<file path="src/rtl/sample_strobe_tx.sv">
// Purpose: buffers host samples in a small FIFO and replays them as one-cycle strobes with a programmable idle gap (optional PRBS source under SAMPLE_TX_PRBS_EN).
// Latency: a sample accepted into an empty FIFO while idle with ena=1 strobes on the next edge; one strobe every max(gap_cfg,1)+2 cycles.
// Backpressure: in_ready = !full from the registered count, with no same-cycle pop pass-through; ena low holds the FSM in IDLE after the current strobe/gap.

module sample_strobe_fifo #(
  parameter int DEPTH = 4,
  parameter int W     = 8
) (
  input  logic         clk,
  input  logic         rst_n,
  input  logic         push,
  input  logic         pop,
  input  logic [W-1:0] wdata,
  output logic [W-1:0] head,
  output logic         full,
  output logic         empty
);
  localparam int AW = (DEPTH > 1) ? $clog2(DEPTH) : 1;
  localparam int CW = $clog2(DEPTH) + 1;

  logic [W-1:0]  mem [DEPTH];
  logic [AW-1:0] wptr;
  logic [AW-1:0] rptr;
  logic [CW-1:0] count;

  // Pointers wrap naturally because DEPTH is a power of two; simultaneous push/pop leaves count alone.
  always_ff @(posedge clk) begin
    if (!rst_n) begin
      wptr  <= '0;
      rptr  <= '0;
      count <= '0;
    end else begin
      if (push) wptr <= wptr + AW'(1);
      if (pop)  rptr <= rptr + AW'(1);
      case ({push, pop})
        2'b10:   count <= count + CW'(1);
        2'b01:   count <= count - CW'(1);
        default: count <= count;
      endcase
    end
  end

  // Storage is not reset; only the pointers decide which entries are live.
  always_ff @(posedge clk) begin
    if (push) mem[wptr] <= wdata;
  end

  assign head  = mem[rptr];
  assign full  = (count == CW'(DEPTH));
  assign empty = (count == '0);
endmodule

module sample_strobe_tx #(
  parameter int DEPTH = 4,
  parameter int GAP_W = 4
) (
  input  logic             clk,
  input  logic             rst_n,
  input  logic             ena,
  input  logic [7:0]       in_data,
  input  logic             in_valid,
  output logic             in_ready,
  input  logic [GAP_W-1:0] gap_cfg,
  output logic [7:0]       smp_data,
  output logic             smp_strobe,
`ifdef SAMPLE_TX_PRBS_EN
  input  logic             prbs_en,
`endif
  output logic             busy
);
  typedef enum logic [1:0] {IDLE, STROBE, GAP} state_t;

  state_t           state;
  state_t           state_nxt;
  logic             start;
  logic             pop;
  logic             push;
  logic             full;
  logic             empty;
  logic [7:0]       head;
  logic [7:0]       data_q;
  logic             strobe_q;
  logic [GAP_W-1:0] g_q;
  logic [GAP_W-1:0] cnt;
  logic [GAP_W-1:0] g_eff;

`ifdef SAMPLE_TX_PRBS_EN
  logic       use_prbs;
  logic [7:0] lfsr;
  logic [7:0] lfsr_nxt;
  // x^8+x^6+x^5+x^4+1, shifting towards the MSB
  assign lfsr_nxt = {lfsr[6:0], lfsr[7] ^ lfsr[5] ^ lfsr[4] ^ lfsr[3]};
`endif

  // Reset gating keeps the host from pushing while the FIFO is being cleared.
  assign in_ready = rst_n & ~full;
  assign push     = in_valid & in_ready;
  // A zero gap setting still leaves one idle GAP cycle so strobes never abut.
  assign g_eff    = (gap_cfg == '0) ? GAP_W'(1) : gap_cfg;

  sample_strobe_fifo #(.DEPTH(DEPTH), .W(8)) u_fifo (
    .clk   (clk),
    .rst_n (rst_n),
    .push  (push),
    .pop   (pop),
    .wdata (in_data),
    .head  (head),
    .full  (full),
    .empty (empty)
  );

  // Next-state and pop decode; pops happen only on the IDLE->STROBE edge.
  always_comb begin
    state_nxt = state;
    start     = 1'b0;
    pop       = 1'b0;
`ifdef SAMPLE_TX_PRBS_EN
    use_prbs  = 1'b0;
`endif
    case (state)
      IDLE: begin
`ifdef SAMPLE_TX_PRBS_EN
        if (ena && prbs_en) begin
          start    = 1'b1;
          use_prbs = 1'b1;
        end else if (ena && !empty) begin
          start = 1'b1;
          pop   = 1'b1;
        end
`else
        if (ena && !empty) begin
          start = 1'b1;
          pop   = 1'b1;
        end
`endif
        if (start) state_nxt = STROBE;
      end
      STROBE: state_nxt = GAP;
      GAP:    if (cnt == '0) state_nxt = IDLE;
      default: state_nxt = IDLE;
    endcase
  end

  // State register plus a dedicated strobe flop so smp_strobe is glitch-free.
  always_ff @(posedge clk) begin
    if (!rst_n) begin
      state    <= IDLE;
      strobe_q <= 1'b0;
    end else begin
      state    <= state_nxt;
      strobe_q <= (state_nxt == STROBE);
    end
  end

  // Sample/gap capture on the start edge; the gap counter runs g-1 down to 0 in GAP.
  always_ff @(posedge clk) begin
    if (!rst_n) begin
      data_q <= 8'h00;
      g_q    <= GAP_W'(1);
      cnt    <= '0;
`ifdef SAMPLE_TX_PRBS_EN
      lfsr   <= 8'h01;
`endif
    end else begin
      if (start) begin
        g_q <= g_eff;
`ifdef SAMPLE_TX_PRBS_EN
        data_q <= use_prbs ? lfsr : head;
        if (use_prbs) lfsr <= lfsr_nxt;
`else
        data_q <= head;
`endif
      end
      if (state == STROBE) begin
        cnt <= g_q - GAP_W'(1);
      end else if (state == GAP && cnt != '0) begin
        cnt <= cnt - GAP_W'(1);
      end
    end
  end

  assign smp_data   = data_q;
  assign smp_strobe = strobe_q;
  assign busy       = ~empty | (state != IDLE);
endmodule
</file>
<file path="config.mk">
export PLATFORM = sky130hd
export DESIGN_NAME = sample_strobe_tx
export DESIGN_NICKNAME = d
export VERILOG_FILES = /design/src/rtl/sample_strobe_tx.sv
export SDC_FILE = /design/constraint.sdc
export NUM_CORES = 1
export LEC_CHECK = 0
export ABC_AREA = 1
export CELL_PAD_IN_SITES_DETAIL_PLACEMENT = 0
export CELL_PAD_IN_SITES_GLOBAL_PLACEMENT = 1
export CORE_ASPECT_RATIO = 1.1
export CORE_MARGIN = 2
export CORE_UTILIZATION = 46
export DETAILED_ROUTE_END_ITERATION = 8
export PLACE_DENSITY = 0.79
export SLEW_MARGIN = 20
export SYNTH_ARGS = -nofsm -noshare
export SYNTH_HDL_FRONTEND = slang
export SYNTH_SLANG_ARGS = --single-unit
</file>
<file path="constraint.sdc">
create_clock -name clk -period 4.7 [get_ports clk]
set_clock_uncertainty 0.05 [all_clocks]
set_input_delay 1.175 -clock clk [delete_from_list [all_inputs] [get_ports clk]]
set_output_delay 1.175 -clock clk [all_outputs]
set_load 0.1 [all_outputs]
</file>
==> metrics.csv, run 1 <==
stage;metric;value;unit
clock_tree;cts_buffers;9;
global_routing;grt_overflow;0;
floorplan;io_pins;27;
timing;maxSlewViolCount;0;
floorplan;die_h;79.83;um
critical_path;cp_num_buf_inv;3;
cells_and_area;multi_input_area;772.0;um2
synthesis;ys_seq_elements;58;
synthesis;synth.most_common_cell;nor2_1;
hold_path;hp-class;flop to flop;
synthesis;synth_area_leaders;edfxtp_1 (40%), dfxtp_1 (22%), nor2_1 (7.0%), o21ai_0 (6.2%), inv_1 (3.4%);
timing;fin_crit_sh;0.7334;
global_routing;first_global_vias;1601;
power_and_ir_drop;p_leak;1.074;nW
clock_tree;clock_latency;0.33;ns
timing;fin_setup_tns;0;ns
floorplan;die-area;5823;um2
timing;setup_viol_count_final;0;
clock_tree;clock-sinks;58;
synthesis;yosysTopAreaCell;edfxtp_1;
critical_path;startpoint_type;input pin;
clock_tree;cts-resized-gates;0;
clock_tree;cts-root-buf;clkbuf_8;
global_routing;grt_pass1_wl;7431;um
global_routing;use_met1;0.2285;
run;max_cap_viol_count;0;
timing;max_freq;290.1;MHz
clock_tree;cts.clk_slew.worst_paths;0.06;ns
cells_and_area;n_antenna_cell;0;
clock_tree;htree_levels;3;
synthesis;netlist_area;2405;um2
synthesis;yosys_most_used_dff;edfxtp_1;
synthesis;ys_types;29;
global_routing;grt_max_degree;19;
placement;gp_congestion;0.8511;
timing;worst_slack;1.253;ns
timing;slew_headroom;0.3468;
detailed_routing;wire_per_inst;13.40;um
global_routing;grt-busiest-layer;met2;
clock_tree;post_cts_buffers;0;
timing;worstMarginPinSlew;0.9768;ns
critical_path;critPathMaxStageDelay;0.49;ns
global_routing;grtUsageMet3;0.04545;
synthesis;synthCells;239;
synthesis;seq_area_frac_synth;0.6160;
timing;fin_crit;3.447;ns
cells_and_area;nets;294;
timing;rsz0062_at_grt;no;
detailed_routing;vias_per_cell;5.111;
cells_and_area;area.growth.synth_to_final;19.82;%
critical_path;cp_num_cells;4;
critical_path;r2r_cells;11;
global_routing;grt_use_met2;0.2536;
detailed_routing;firstDrtPassIters;4;
critical_path;critical-path-slowest-cell;clkdlybuf4s50_1;
synthesis;synth_commonest_cells;nor2_1 (45), edfxtp_1 (32), o21ai_0 (30);
cells_and_area;regArea;1481;um2
detailed_routing;drt-initial-drc-count;116;
critical_path;path_class;input pin to output port;
critical_path;critPathMaxFanout;10;
detailed_routing;drcViolationCount;0;
clock_tree;cts_tree;done;
critical_path;end_kind;output port;
global_routing;grt_use_total;0.1732;
cells_and_area;final_layout_size_suffix_gt1_frac;0.1087;
floorplan;dieWidth;72.94;um
synthesis;syn_area_per_cell;10.06;um2
placement;place_ws;1.235;ns
critical_path;cp.arrival;2.22;ns
hold_path;hold_depth;2;
clock_tree;clock_path_buffers;2;
placement;dp.final_hpwl;3061;um
detailed_routing;ant_nets;0;
critical_path;required;3.47;ns
floorplan;start_util;0.4778;
synthesis;synth_top_area_frac;0.3996;
synthesis;yosys_warnings;0;
global_routing;grt_antenna_before_repair;0;
synthesis;syn-num-nets;262;
synthesis;ys_async_sr_fraction;0;
detailed_routing;wl;4477;um
status;status;finished, final reports clean;
floorplan;core;5034;um2
critical_path;critical_path.cell_chain;clkdlybuf4s50_1, inv_2, a31oi_4, buf_12;
synthesis;synth_edf_count;32;
power_and_ir_drop;max-vdd-ir-drop;0.2584;mV
clock_tree;ctsHoldBuffers;0;
power_and_ir_drop;powerDensity;589.5;nW/um2
critical_path;path_delay_family;buffers and inverters;
cells_and_area;fill_cells;445;
detailed_routing;vias;1707;
floorplan;rows;27;
placement;io_buffers;26;
timing;finalHoldViolations;0;
-- worst min-delay path: cells and delay by family, from the launching register on --
kind	cells	cell delay (ns)
DFF	1	0.31
AOI/OAI and AO/OA	1	0.05
buffers and inverters	1	0.05
-- worst paths after layout --
kind,start,end,slack (ns)
max reg2reg,u_fifo.count[1]$_SDFFE_PN0P_,u_fifo.count[2]$_SDFFE_PN0P_,2.54
min reg2reg,g_q[3]$_SDFFE_PN0P_,g_q[3]$_SDFFE_PN0P_,0.41
min,g_q[3]$_SDFFE_PN0P_,g_q[3]$_SDFFE_PN0P_,0.41
max,rst_n,in_ready,1.25
-- placed cells by master (no fill, tap or decap), types with 7 or more instances in the layout --
master	synthesis	final
clkbuf_8	0	9
nand2_1	21	21
nor2_1	45	45
clkdlybuf4s50_1	0	25
o21ai_0	30	30
dfxtp_1	26	26
edfxtp_1	32	32
nand3_1	7	7
inv_1	22	22
o22ai_1	8	8
a21oi_1	11	11
-- sequential cells by signal, summed over array words and instances, names as in the netlist --
signal	cells
cnt	4
g_q	4
smp_data	8
smp_strobe	1
state	2
u_fifo.count	3
u_fifo.mem	32
u_fifo.rptr	2
u_fifo.wptr	2
-- area by class of cell --
class / instances / share of cell area
Inverter: 28 / 0.03734
Timing Repair Buffer: 27 / 0.09640
Tap cell: 58 / 0.02518
Sequential cell: 58 / 0.5141
Clock buffer: 9 / 0.04299
Multi-Input combinational cell: 147 / 0.2679
Clock inverter: 7 / 0.01607
-- through the flow --
| step | hold slack [ns] | cell area [um2] | std cells | util | power (W) |
|---|---|---|---|---|---|
| after floorplan | 0.3699 | 2405 | 239 | - | 0.001188 |
| after global placement | 0.3986 | 2711 | 318 | 0.5387 | 0.001321 |
| after detailed placement | 0.4056 | 2711 | 318 | 0.5387 | 0.001322 |
| after CTS | 0.4163 | 2882 | 334 | 0.5725 | 0.001714 |
| after global routing | 0.4340 | 2882 | 334 | 0.5725 | 0.001799 |
| final | 0.4066 | 2882 | 334 | 0.5725 | 0.001699 |
-- where the power goes --
group	internal [W]	leakage, nW	switching (W)
clock	0.000189	0.0826	0.000201
combinational	0.000182	0.488	0.000474
sequential	0.000607	0.503	0.0000464
-- metal layers --
layer,vias to the layer above,share of wire
met2,43,0.47
met3,6,0.055
met1,779,0.46
met4,0,0.016
met5,-,0
li1,879,-
-- cell families (layout without fill, tap and decap cells) --
family	count (synthesis)	in the layout	synth area share
simple gates	83	83	0.1483
flops	58	58	0.6160
compound gates	56	56	0.1296
buf+inv	34	71	0.06296
fa+ha+maj	7	7	0.03954
xor+xnor	1	1	0.003643
No activity file was read; power rests on OpenSTA's default activity.
==> run 2, diff against run 1 <==
--- a/config.mk
+++ b/config.mk
@@ -10,9 +10,9 @@
 export CELL_PAD_IN_SITES_GLOBAL_PLACEMENT = 1
 export CORE_ASPECT_RATIO = 1.1
 export CORE_MARGIN = 2
-export CORE_UTILIZATION = 46
+export CORE_UTILIZATION = 43
 export DETAILED_ROUTE_END_ITERATION = 8
-export PLACE_DENSITY = 0.79
+export PLACE_DENSITY = 0.74
 export SLEW_MARGIN = 20
 export SYNTH_ARGS = -nofsm -noshare
 export SYNTH_HDL_FRONTEND = slang
==> constraint.sdc (replaced) <==
create_clock -name clk -period 3.25 [get_ports clk]
set_clock_uncertainty 0.05 [all_clocks]
set_input_delay 0.8125 -clock clk [delete_from_list [all_inputs] [get_ports clk]]
set_output_delay 0.8125 -clock clk [all_outputs]
set_load 0.1 [all_outputs]
==> metrics.csv, run 2 (synthesized netlist as in run 1, its figures left out) <==
stage;metric;value;unit;change
status;status;finished, final reports clean;;
critical_path;critPathMaxFanout;10;;unchanged
cells_and_area;layout_common_cells;nor2_1 (45), edfxtp_1 (32), o21ai_0 (30);;
placement;gp_congestion;0.8622;;+1.3%
critical_path;required;2.39;ns;-1.08 ns
detailed_routing;wl;4557;um;+1.8%
clock_tree;clock-sinks;58;;unchanged
floorplan;die_h;82.44;um;+3.3%
detailed_routing;wire_per_inst;12.80;um;-4.5%
cells_and_area;n_antenna_cell;0;;unchanged
floorplan;die-area;6208;um2;+6.6%
clock_tree;ctsHoldBuffers;0;;unchanged
detailed_routing;firstDrtPassIters;4;;unchanged
cells_and_area;top_register;u_fifo.mem;;
timing;finalHoldViolations;0;;unchanged
clock_tree;cts_tree;done;;
critical_path;path_class;input pin to output port;;
critical_path;end_kind;output port;;
detailed_routing;ant_nets;0;;unchanged
detailed_routing;drcViolationCount;0;;unchanged
critical_path;startpoint_type;input pin;;
detailed_routing;vias;1738;;+1.8%
power_and_ir_drop;power.total;0.002685;W;+58%
cells_and_area;fin_cells;356;;+6.6%
floorplan;rows;28;;+3.7%
detailed_routing;highest_layer;met4;;
cells_and_area;stdcell_area;2987;um2;+3.6%
power_and_ir_drop;max-vdd-ir-drop;0.4129;mV;+60%
timing;fin_crit;2.730;ns;
clock_tree;cts-resized-gates;0;;unchanged
global_routing;grt_use_total;0.1637;;-0.009586
power_and_ir_drop;p_leak;1.149;nW;+7.0%
detailed_routing;vias_per_cell;4.882;;-4.5%
floorplan;io_pins;27;;unchanged
global_routing;grt_overflow;0;;unchanged
cells_and_area;area.growth.synth_to_final;24.19;%;
hold_path;hp-class;flop to flop;;
timing;maxSlewViolCount;0;;unchanged
floorplan;start_util;0.4457;;-0.03202
timing;setup_viol_count_final;0;;unchanged
floorplan;dieWidth;75.31;um;+3.2%
global_routing;grt_pass1_wl;7341;um;-1.2%
timing;rsz0062_at_grt;no;;
clock_tree;htree_levels;3;;unchanged
critical_path;r2r_cells;10;;-1
global_routing;grt_antenna_before_repair;0;;unchanged
detailed_routing;drt-initial-drc-count;98;;-16%
clock_tree;cts_buffers;9;;unchanged
critical_path;cp.arrival;1.87;ns;-0.35 ns
placement;dpl.cell_count;340;;+6.9%
timing;fin_setup_tns;0;ns;unchanged
cells_and_area;layout_commonest_cell;nor2_1;;
timing;slew_headroom;0.6153;;+0.2685
cells_and_area;final_layout_size_suffix_gt1_frac;0.1601;;+0.05145
clock_tree;cts-root-buf;clkbuf_8;;
power_and_ir_drop;powerDensity;898.9;nW/um2;+52%
placement;dp.final_hpwl;3042;um;-0.63%
placement;place_area;2745;um2;+1.2%
clock_tree;clock_path_buffers;2;;unchanged
timing;worstMarginPinSlew;0.5763;ns;-0.4005 ns
clock_tree;clock_latency;0.32;ns;about the same
global_routing;first_global_vias;1624;;+1.4%
floorplan;core;5395;um2;+7.2%
detailed_routing;wl_met1;2069;um;-0.43%
timing;max_freq;366.3;MHz;
detailed_routing;dr_wl_met3;134;um;-45%
run;max_cap_viol_count;0;;unchanged
global_routing;grt_max_degree;19;;unchanged
clock_tree;cts.clk_slew.worst_paths;0.07;ns;about the same
timing;hold_ws;0.3984;ns;-0.008176 ns
cells_and_area;nets;299;;+1.7%
placement;io_buffers;26;;unchanged
cells_and_area;largest_reg_flops;32;;unchanged
timing;fin_crit_sh;0.8401;;
detailed_routing;wl_met2;2265;um;+8.7%
hold_path;hold_depth;2;;unchanged
clock_tree;post_cts_buffers;0;;unchanged
-- run 2: cell types whose count changed in the layout (fill, tap and decap cells not counted), sizes merged --
cell / delta
clkdlybuf4s50: -10
clkinv: -3
bufinv: +3
buf: +15
-- run 2: path summary, 6_finish.rpt --
kind / start / end / slack [ns]
worst max-delay path: rst_n / in_ready / 0.52
worst min-delay path: g_q[3]$_SDFFE_PN0P_ / g_q[3]$_SDFFE_PN0P_ / 0.40
worst max register to register: u_fifo.count[0]$_SDFFE_PN0P_ / u_fifo.count[2]$_SDFFE_PN0P_ / 1.19
worst min register to register: g_q[3]$_SDFFE_PN0P_ / g_q[3]$_SDFFE_PN0P_ / 0.40
-- run 2: layout make-up --
| cell class | count | area, um2 |
|---|---|---|
| Inverter | 28 | 107.6 |
| Tap cell | 75 | 93.84 |
| Clock buffer | 9 | 123.9 |
| Multi-Input combinational cell | 147 | 772.0 |
| Fill cell | 517 | 2409 |
| Timing Repair Buffer | 32 | 290.3 |
| Clock inverter | 7 | 117.6 |
| Sequential cell | 58 | 1481 |
-- run 2: critical path, cell delays in order --
cell and delay, ns:
clkdlybuf4s50_1 0.49, inv_2 0.11, a31oi_4 0.24, buf_12 0.21
-- run 2: power by group --
group	internal, W	total [W]	leakage, nW	switching (W)
clock network	0.000507	0.000795	0.113	0.000287
logic	0.000254	0.000942	0.533	0.000688
registers	0.000878	0.000948	0.503	0.0000701
total	0.00164	0.00268	1.15	0.00104
-- run 2: metal layers --
layer  GRT usage  vias up
li1            -      890
met1      0.1911      817
met2      0.2713       24
met3     0.03277        7
met4      0.1053        0
met5           0        -
-- run 2: stage by stage --
stage          setup slack, ns  utilization
4_1_cts                 0.5248       0.5536
2_1_floorplan           0.5188            -
6_report                0.5197       0.5536
3_5_place_dp            0.3433       0.5088
5_1_grt                 0.4730       0.5536
3_3_place_gp            0.3927       0.5088
